File: src/rtl/alu_pkg.sv
// alu_pkg
//   Shared definitions for the iterative ALU:
//   - Func3 op-code encodings
//   - FSM state encoding (IDLE / SHIFT / DONE)
//   - Bit positions of the {V,C,Z,N} Status vector
//   - is_shift(): true for the two shift op-codes
`timescale 1ns/1ps
package alu_pkg;

    localparam logic [2:0] FUNC_ADD = 3'b000;
    localparam logic [2:0] FUNC_SUB = 3'b001;
    localparam logic [2:0] FUNC_AND = 3'b010;
    localparam logic [2:0] FUNC_OR  = 3'b011;
    localparam logic [2:0] FUNC_NOR = 3'b100;
    localparam logic [2:0] FUNC_XOR = 3'b101;
    localparam logic [2:0] FUNC_SRL = 3'b110;
    localparam logic [2:0] FUNC_SLL = 3'b111;

    typedef enum logic [1:0] {
        ST_IDLE  = 2'd0,
        ST_SHIFT = 2'd1,
        ST_DONE  = 2'd2
    } state_e;

    localparam int STAT_V = 3;
    localparam int STAT_C = 2;
    localparam int STAT_Z = 1;
    localparam int STAT_N = 0;

    function automatic logic is_shift(input logic [2:0] func);
        return (func == FUNC_SRL) || (func == FUNC_SLL);
    endfunction

endpackage

File: src/rtl/alu_addsub.sv
// alu_addsub
//   Combinational adder/subtractor with carry-out and signed-overflow flags.
//   Subtraction is A + ~B + 1, so carry=1 means "no borrow".
// Ports
//   a, b      in  [WIDTH-1:0]  operands
//   sub       in  1            0: a+b, 1: a-b
//   sum       out [WIDTH-1:0]  result modulo 2^WIDTH
//   carry     out 1            carry out of the msb
//   overflow  out 1            signed overflow
`timescale 1ns/1ps
module alu_addsub #(
    parameter int WIDTH = 32
) (
    input  logic [WIDTH-1:0] a,
    input  logic [WIDTH-1:0] b,
    input  logic             sub,
    output logic [WIDTH-1:0] sum,
    output logic             carry,
    output logic             overflow
);

    logic [WIDTH-1:0] b_eff;

    // Subtraction reuses the adder: invert B and inject the +1 as carry-in.
    // Overflow on the effective operand covers both ADD and SUB: inputs of
    // equal sign producing a result of the other sign.
    always_comb begin
        b_eff            = sub ? ~b : b;
        {carry, sum}     = {1'b0, a} + {1'b0, b_eff} + {{WIDTH{1'b0}}, sub};
        overflow         = (a[WIDTH-1] == b_eff[WIDTH-1]) && (sum[WIDTH-1] != a[WIDTH-1]);
    end

endmodule

File: src/rtl/alu_iter.sv
// alu_iter
//   Handshaked ALU. Operands are latched on an InValid/InReady accept; the
//   result and {V,C,Z,N} flags are presented on OutValid/OutReady.
//   Add/sub/logic ops finish in one cycle; shifts iterate one bit per cycle
//   unless FAST_SHIFT=1, in which case a barrel shift finishes in one cycle.
// Ports
//   Clk, Rst_n         clock, asynchronous active-low reset
//   InValid/InReady    input handshake; InReady is combinational
//   Func3              op-code (see alu_pkg)
//   DataA, DataB       operands; shifts use DataB[SHW-1:0]
//   OutValid/OutReady  output handshake
//   ResultC, Status    registered result and {V,C,Z,N}
`timescale 1ns/1ps
module alu_iter
    import alu_pkg::*;
#(
    parameter int WIDTH      = 32,
    parameter bit FAST_SHIFT = 1'b0
) (
    input  logic             Clk,
    input  logic             Rst_n,
    input  logic             InValid,
    output logic             InReady,
    input  logic [2:0]       Func3,
    input  logic [WIDTH-1:0] DataA,
    input  logic [WIDTH-1:0] DataB,
    output logic             OutValid,
    input  logic             OutReady,
    output logic [WIDTH-1:0] ResultC,
    output logic [3:0]       Status
);

    localparam int SHW = $clog2(WIDTH);

    state_e           state_q, state_d;
    logic [2:0]       func_q, func_d;
    logic [SHW-1:0]   cnt_q, cnt_d;
    logic [WIDTH-1:0] result_q, result_d;
    logic [3:0]       status_q, status_d;

    logic [SHW-1:0]   shamt;
    logic [WIDTH-1:0] addsub_sum;
    logic             addsub_c, addsub_v;
    logic [WIDTH:0]   srl_ext, sll_ext;
    logic [WIDTH-1:0] op_res, step_res;
    logic             op_c, op_v, step_c;
    logic             accept, go_shift;

    assign shamt = DataB[SHW-1:0];

    alu_addsub #(.WIDTH(WIDTH)) u_addsub (
        .a        (DataA),
        .b        (DataB),
        .sub      (Func3 == FUNC_SUB),
        .sum      (addsub_sum),
        .carry    (addsub_c),
        .overflow (addsub_v)
    );

    // One extra guard bit on each barrel shift captures the last bit shifted
    // out; with a shift amount of zero the guard bit stays 0, so C=0.
    assign srl_ext = {DataA, 1'b0} >> shamt;
    assign sll_ext = {1'b0, DataA} << shamt;

    // Single-cycle result and V/C for the op presented at the input.
    always_comb begin
        op_res = addsub_sum;
        op_c   = 1'b0;
        op_v   = 1'b0;
        case (Func3)
            FUNC_ADD, FUNC_SUB: begin
                op_res = addsub_sum;
                op_c   = addsub_c;
                op_v   = addsub_v;
            end
            FUNC_AND: op_res = DataA & DataB;
            FUNC_OR:  op_res = DataA | DataB;
            FUNC_NOR: op_res = ~(DataA | DataB);
            FUNC_XOR: op_res = DataA ^ DataB;
            FUNC_SRL: begin
                op_res = srl_ext[WIDTH:1];
                op_c   = srl_ext[0];
            end
            default: begin
                op_res = sll_ext[WIDTH-1:0];
                op_c   = sll_ext[WIDTH];
            end
        endcase
    end

    // One iterative shift step on the accumulator (held in result_q).
    always_comb begin
        step_res = result_q;
        step_c   = 1'b0;
        if (func_q == FUNC_SRL) begin
            {step_res, step_c} = {1'b0, result_q};
        end else begin
            {step_c, step_res} = {result_q, 1'b0};
        end
    end

    assign InReady  = (state_q == ST_IDLE) || ((state_q == ST_DONE) && OutReady);
    assign OutValid = (state_q == ST_DONE);
    assign ResultC  = result_q;
    assign Status   = status_q;

    assign accept   = InValid && InReady;
    assign go_shift = is_shift(Func3) && !FAST_SHIFT && (shamt != '0);

    // Next-state logic. An accept can only happen in IDLE or DONE, so it
    // overrides the DONE->IDLE retire and never collides with a SHIFT step.
    always_comb begin
        state_d  = state_q;
        func_d   = func_q;
        cnt_d    = cnt_q;
        result_d = result_q;
        status_d = status_q;

        case (state_q)
            ST_IDLE: ;
            ST_SHIFT: begin
                result_d         = step_res;
                status_d         = '0;
                status_d[STAT_C] = step_c;
                status_d[STAT_Z] = (step_res == '0);
                status_d[STAT_N] = step_res[WIDTH-1];
                cnt_d            = cnt_q - SHW'(1);
                if (cnt_q == SHW'(1)) begin
                    state_d = ST_DONE;
                end
            end
            ST_DONE: begin
                if (OutReady) begin
                    state_d = ST_IDLE;
                end
            end
            default: state_d = ST_IDLE;
        endcase

        if (accept) begin
            func_d = Func3;
            if (go_shift) begin
                state_d  = ST_SHIFT;
                result_d = DataA;
                cnt_d    = shamt;
                status_d = '0;
            end else begin
                state_d          = ST_DONE;
                result_d         = op_res;
                status_d[STAT_V] = op_v;
                status_d[STAT_C] = op_c;
                status_d[STAT_Z] = (op_res == '0);
                status_d[STAT_N] = op_res[WIDTH-1];
            end
        end
    end

    // State registers; reset drops any op in flight.
    always_ff @(posedge Clk or negedge Rst_n) begin
        if (!Rst_n) begin
            state_q  <= ST_IDLE;
            func_q   <= FUNC_ADD;
            cnt_q    <= '0;
            result_q <= '0;
            status_q <= '0;
        end else begin
            state_q  <= state_d;
            func_q   <= func_d;
            cnt_q    <= cnt_d;
            result_q <= result_d;
            status_q <= status_d;
        end
    end

endmodule

File: config.mk
export PLATFORM = sky130hd
export DESIGN_NAME = alu_iter
export DESIGN_NICKNAME = d
export VERILOG_FILES = /design/src/rtl/alu_pkg.sv /design/src/rtl/alu_addsub.sv /design/src/rtl/alu_iter.sv
export SDC_FILE = /design/constraint.sdc
export NUM_CORES = 1
export LEC_CHECK = 0
export ABC_AREA = 1
export CORE_ASPECT_RATIO = 2
export CORE_UTILIZATION = 39
export CTS_CLUSTER_SIZE = 28
export DETAILED_ROUTE_END_ITERATION = 6
export PLACE_DENSITY = 0.64
export SLEW_MARGIN = 10
export SYNTH_ARGS = -nofsm -noshare
export SYNTH_HDL_FRONTEND = slang
export SYNTH_SLANG_ARGS = --single-unit
File: constraint.sdc
create_clock -name Clk -period 2.3 [get_ports Clk]
set_input_delay 0.23 -clock Clk [delete_from_list [all_inputs] [get_ports Clk]]
set_output_delay 0.23 -clock Clk [all_outputs]
set_load 0.03 [all_outputs]
Yosys cells after proc, flatten, opt, wreduce, memory -nomap -nowiden:

Cells that the tools add are included.

* flip-flop bits (word level): 46
* output and inout bits: 38

* $add $sub $neg: 3
* equal/unequal tests: 16
* shifts and indexed selects: 2
* mux-type cells: 20
* bitwise gates (word level): 5
* reductions and logical operators: 15

Operators by type and width (count)
* 32-bit one-hot mux with 6 select lines: 1
* 32-bit two-way mux: 5
* 32-bit zero test: 2
* 32-bit inverter: 2
* 32-bit by 32-bit adder with 33-bit output: 1
* 33-bit by 1-bit adder with 33-bit output: 1
* 32-bit by 5-bit left shift with 33-bit output: 1
* 33-bit by 5-bit >> shifter with 33-bit output: 1
* 32-bit bitwise AND: 1
* 32-bit OR: 1
* 32-bit bitwise XOR: 1
* 3-bit == test, second input constant: 5
* 5-bit two-way mux: 3
* 4-bit two-way mux: 3
* 2-bit two-way mux: 4
* 3-bit by 2-bit == test with 1-bit output, second input constant: 2
* 2-bit one-hot mux with 3 select lines: 1
* 5-bit by 1-bit == test with 1-bit output, second input constant: 1
* 5-bit nonzero test: 1
* 5-bit by 1-bit subtractor with 5-bit output, second input constant: 1
* 1-bit logical AND: 4
* 4-bit OR reduction: 1
* 3-bit by 1-bit == test with 1-bit output, second input constant: 1
* 3-bit zero test: 1
* other kinds (14): 16

Longest topological paths before layout:

* word-level depth: 9
* gate-level depth with buffers: 24

Modules after synthesis:

From an unflattened synthesis, not the netlist that was laid out.

* cell total of the unflattened synthesis: 1925
* area total of the unflattened synthesis: 10847.9 um2

Modules (own cells, without submodules)
* alu_iter: times used 1, cells an instance 1506, area an instance 8501.9 um2, sequential area each 1151.1 um2
* alu_addsub: times used 1, cells an instance 419, area an instance 2346.0 um2, sequential area each 0.0 um2

Worst setup path after synthesis:

No wires, ideal clock.

* path type: in2reg
* start point: input Func3[1]
* end point: register status_q[1], in the netlist Status[1]
* data arrival time: 2.804 ns
* slack: -0.577 ns
* stages on the path: 22
* path buffers: 2
* cells stage by stage: buf_4 -> nor2_4 -> nand2_2 -> buf_1 -> xor2_1 -> ha_1 -> nand2_1 -> nor2_1 -> inv_1 -> nor3_1 -> nand2_1 -> nand2_1 -> nand4_1 -> nand2_1 -> nand2_1 -> nand3_1 -> nand3b_1 -> nor2_1 -> nand2_1 -> nor2_1 -> nand2_1 -> a21oi_2

* longest elaborated chain between the ends: 8
* elaborated cells between the ends (all ways): 18

RTL lines
* start: declaration: RTL line alu_iter.sv:24 `input logic [2:0] Func3,`
* 3-bit by 1-bit == test with 1-bit output: RTL line alu_iter.sv:54, alu_iter.sv:70
* 32-bit two-way mux: RTL line alu_addsub.sv:28 `b_eff = sub ? ~b : b;`
* 32-bit by 32-bit adder with 33-bit output: RTL line alu_addsub.sv:29 `{carry, sum} = {1'b0, a} + {1'b0, b_eff} + {{WIDTH{1'b0}}, sub};`
* 33-bit by 1-bit adder with 33-bit output: RTL line alu_addsub.sv:29
* 32-bit one-hot mux with 6 select lines: RTL line alu_iter.sv:70 `case (Func3)`
* 32-bit zero test: RTL line alu_iter.sv:152 `status_d[STAT_Z] = (op_res == '0);`
* 4-bit two-way mux *: RTL line alu_iter.sv:142 `if (go_shift) begin`
* 4-bit two-way mux *: RTL line alu_iter.sv:140 `if (accept) begin`
* end signal: assignment: RTL line alu_iter.sv:171 `status_q <= status_d;`
* end: declaration: RTL line alu_iter.sv:39 `logic [3:0] status_q, status_d;`

Every way passes the cells marked *; elsewhere a longest branch is shown, timed or not.
A chain may end at the register's enable or synchronous reset.

Worst setup path after layout:

* start point: input Func3[0]
* end point: register status_q[1], in the netlist Status[1]

The elaborated chain is that of the path after synthesis.

==> reports/results.ini <==
[cts]
cts_inserted_buffers = 5
h-tree-depth = 2
cts_tree = yes
root_buffer = clkbuf_16
worstSkewPairLatency_ns = 0.30
numClockSinks = 46
cts_buffer_depth = 2
clkTransAtPathRegs_ns = 0.07

[synthesis]
yosys_warnings = 0
async_flop_share = 1.00
dominantRegCellSynth = dfrtp_1
synth_seq_cells = 46
synth_cell_types = 53
synth_edf_count = 0
synthCells = 1894
synth_nets = 2072
synth.avg_cell_area_um2 = 5.67
synth_area_um2 = 10700
yosysSeqAreaShare = 0.107

[sta]
fin_crit_sh = 1.31
hold_violations = 0
finClkSkew_ns = 0.00733
fin_ws_ns = -0.711
worstMarginPinSlew_ns = 0.842
rsz0062_at_grt = yes
relSlewSlack = 0.438
finalSetupViolations = 33
max_freq_ghz = 0.332
drv_slew = 0
min_period_ns = 3.01

[finish]
multi_input_area_um2 = 10100
final_nets = 2605
syn2layout_area_growth_pct = 66.3
nFillCells = 2447
antenna_cells = 0
drive_gt1_frac = 0.355
fin_util = 0.661
ff_latch_area_um2 = 1150

[die]
die_w_um = 119
dieArea_um2 = 28300
initial_utilization = 0.398
ioPinCount = 109
core_um2 = 27000
die_h_um = 237
rows = 85

[outcome]
status = finished, violations left
violations = setup timing

[worst_setup_path]
end_kind = flop
cp_slowest_stage_delay_ns = 0.41
critPathLaunchType = primary input
cpMostUsedCell = nand2_1
arrival_ns = 3.24
crit_required_ns = 2.53
critical_path.cell_chain = buf_8 > inv_4 > nor2_4 > buf_12 > nand2_8 > xor2_1 > ha_1 > nand2_2 > nor2_4 > nand2_4 > nand3_4 > nand2_1 > nand3_1 > nand2_1 > inv_2 > nand4_1 > nor2_1 > nand3_2 > nor2_2 > nand4_1 > nor2_1 > nand2_1 > a21oi_2
crit_family = simple AND/OR/NAND/NOR gates
critPathKind = in -> reg
path_max_fanout = 6
critPathBufInv = 4
crit_path_top_delay_cell = ha_1

[routing]
via_per_inst = 5.87
dr.pass1.iters = 5
drcViolationCount = 0
wl_per_cell_um = 23.2
ant_nets = 0
routed_wl_um = 64300
vias = 16285
drt-initial-drc-count = 1067

[global_route]
grt_overflow = 0
grt_pass1_wl_um = 91900
antenna_found_initial = 2
grtUsageTotal = 0.436
grt_pass1_vias = 15919
grt_max_degree = 67

[placement]
gp_congestion = 1.06
dp_hpwl_um = 50800
io_buffers = 108

[run]
cap_violations = 0

[power_and_ir_drop]
ir_drop_v = 0.000385
leakagePower_nw = 8.76
total_power_w = 0.0104
power.density_nw_per_um2 = 584

[min_path]
worstHoldPathType = in -> reg

==> cell families (layout without fill, tap and decap cells) <==
logic type | after synthesis | in the layout | share of synthesized area
and+or+nand+nor | 1043 | 1044 | 0.427
AOI/OAI and AO/OA | 364 | 364 | 0.196
buffers and inverters | 295 | 828 | 0.112
adders and majority gates | 107 | 107 | 0.125
DFF | 46 | 46 | 0.107
xor gates and xnor gates | 35 | 35 | 0.0285
muxes | 4 | 4 | 0.00373
==> state kept, by name, indices dropped and copies added, names as in the netlist <==
name     flops
ResultC     32
func_q       3
state_q      2
cnt_q        5
Status       4
==> layout by cell type, fill, tap and decap left out, types with 6 or more instances in the layout <==
cell / instances
ha_1: 95
nand3_4: 13
nor2_2: 33
dlymetal6s2s_1: 21
nand3_2: 36
dlygate4sd2_1: 6
inv_2: 22
clkdlybuf4s50_1: 73
o21a_1: 8
nand2_2: 59
buf_6: 42
nand2_1: 406
nand2_4: 33
nor2_1: 100
clkbuf_16: 6
o211ai_1: 23
buf_12: 11
inv_1: 169
ha_4: 9
o21ai_2: 16
nor2_4: 23
a22oi_2: 14
dfrtp_1: 46
nand3b_1: 23
xor2_2: 13
o2111ai_1: 7
o21ai_1: 25
o21ai_0: 103
a21oi_2: 26
xor2_1: 18
a21oi_4: 11
nand3_1: 261
a22oi_1: 18
a21oi_1: 73
nand4_1: 34
buf_4: 458
==> per-layer routing <==
layer	wire length [um]	GRT usage
met1	21100	0.421
met2	31200	0.774
met3	3920	0.0638
met4	8060	0.422
met5	11	0
==> worst paths after layout <==
check,slack (ns),start,cells past startpoint,to
setup / recovery,-0.71,Func3[0],23,Status[1]
hold / removal,0.33,Func3[0],4,func_q[0]
setup reg to reg,-0.23,state_q[1],10,Status[1]
hold reg to reg,0.49,Status[3],2,Status[3]
max in group asynchronous,1.13,Rst_n,3,ResultC[27]
min in group asynchronous,0.50,Rst_n,2,cnt_q[2]
==> worst register-to-register path, delay by kind of cell, from the launching register on <==
family	cells	cell delay, ns
buf+inv	3	0.49
flops	1	0.39
simple gates	4	1.04
compound gates	3	0.53
==> cells in the mapped netlist, types with 9 or more instances <==
master	count	share of area
clkbuf_1	41	0.014
o21ai_1	10	0.0047
inv_1	191	0.067
nand2_1	493	0.17
buf_1	15	0.0052
nor2_1	153	0.053
o211ai_1	23	0.016
nand3b_1	23	0.016
nand3_1	306	0.14
xor2_1	34	0.028
a21oi_1	109	0.051
o21ai_0	136	0.063
buf_2	31	0.014
nand4_1	34	0.020
ha_1	106	0.12
dfrtp_1	46	0.11
a22oi_1	32	0.022
nor3_1	9	0.0042
==> timing repair <==
action	4_1_cts	5_1_grt
hold endpoints to repair	25	0
resized for setup	227	281
gates cloned	1	1
setup buffers	27	32
pin swaps	65	151
endpoints found under the setup margin	36	36
hold buffers	1	0
==> where the power goes <==
part | switching (W) | leakage [nW] | internal (W)
Sequential | 0.000348 | 0.551 | 0.00122
Combinational | 0.00478 | 8.13 | 0.00324
Clock | 0.000334 | 0.0771 | 0.000514
Total | 0.00546 | 8.76 | 0.00498
==> per-stage QoR <==
stage	setup TNS, ns	hold slack (ns)	instance area, um^2	std cells	worst slack, ns
3_3_place_gp	-40.01	0.288	15400	2715	-2.01
5_1_grt	-15.83	0.358	17900	2776	-0.853
4_1_cts	-10.86	0.347	16500	2752	-0.682
3_5_place_dp	-41.38	0.292	15400	2715	-2.04
2_1_floorplan	-1.31	-0.0656	10800	1894	-0.261
6_report	-12.53	0.333	17900	2776	-0.711
==> layout make-up <==
cell class,instances,area share
Clock inverter,2,0.00210
Clock buffer,6,0.00721
Sequential cell,46,0.0644
Multi-Input combinational cell,1554,0.564
Tap cell,348,0.0244
Timing Repair Buffer,621,0.295
Inverter,199,0.0425
Note: power is estimated with default switching activity, not from simulation.
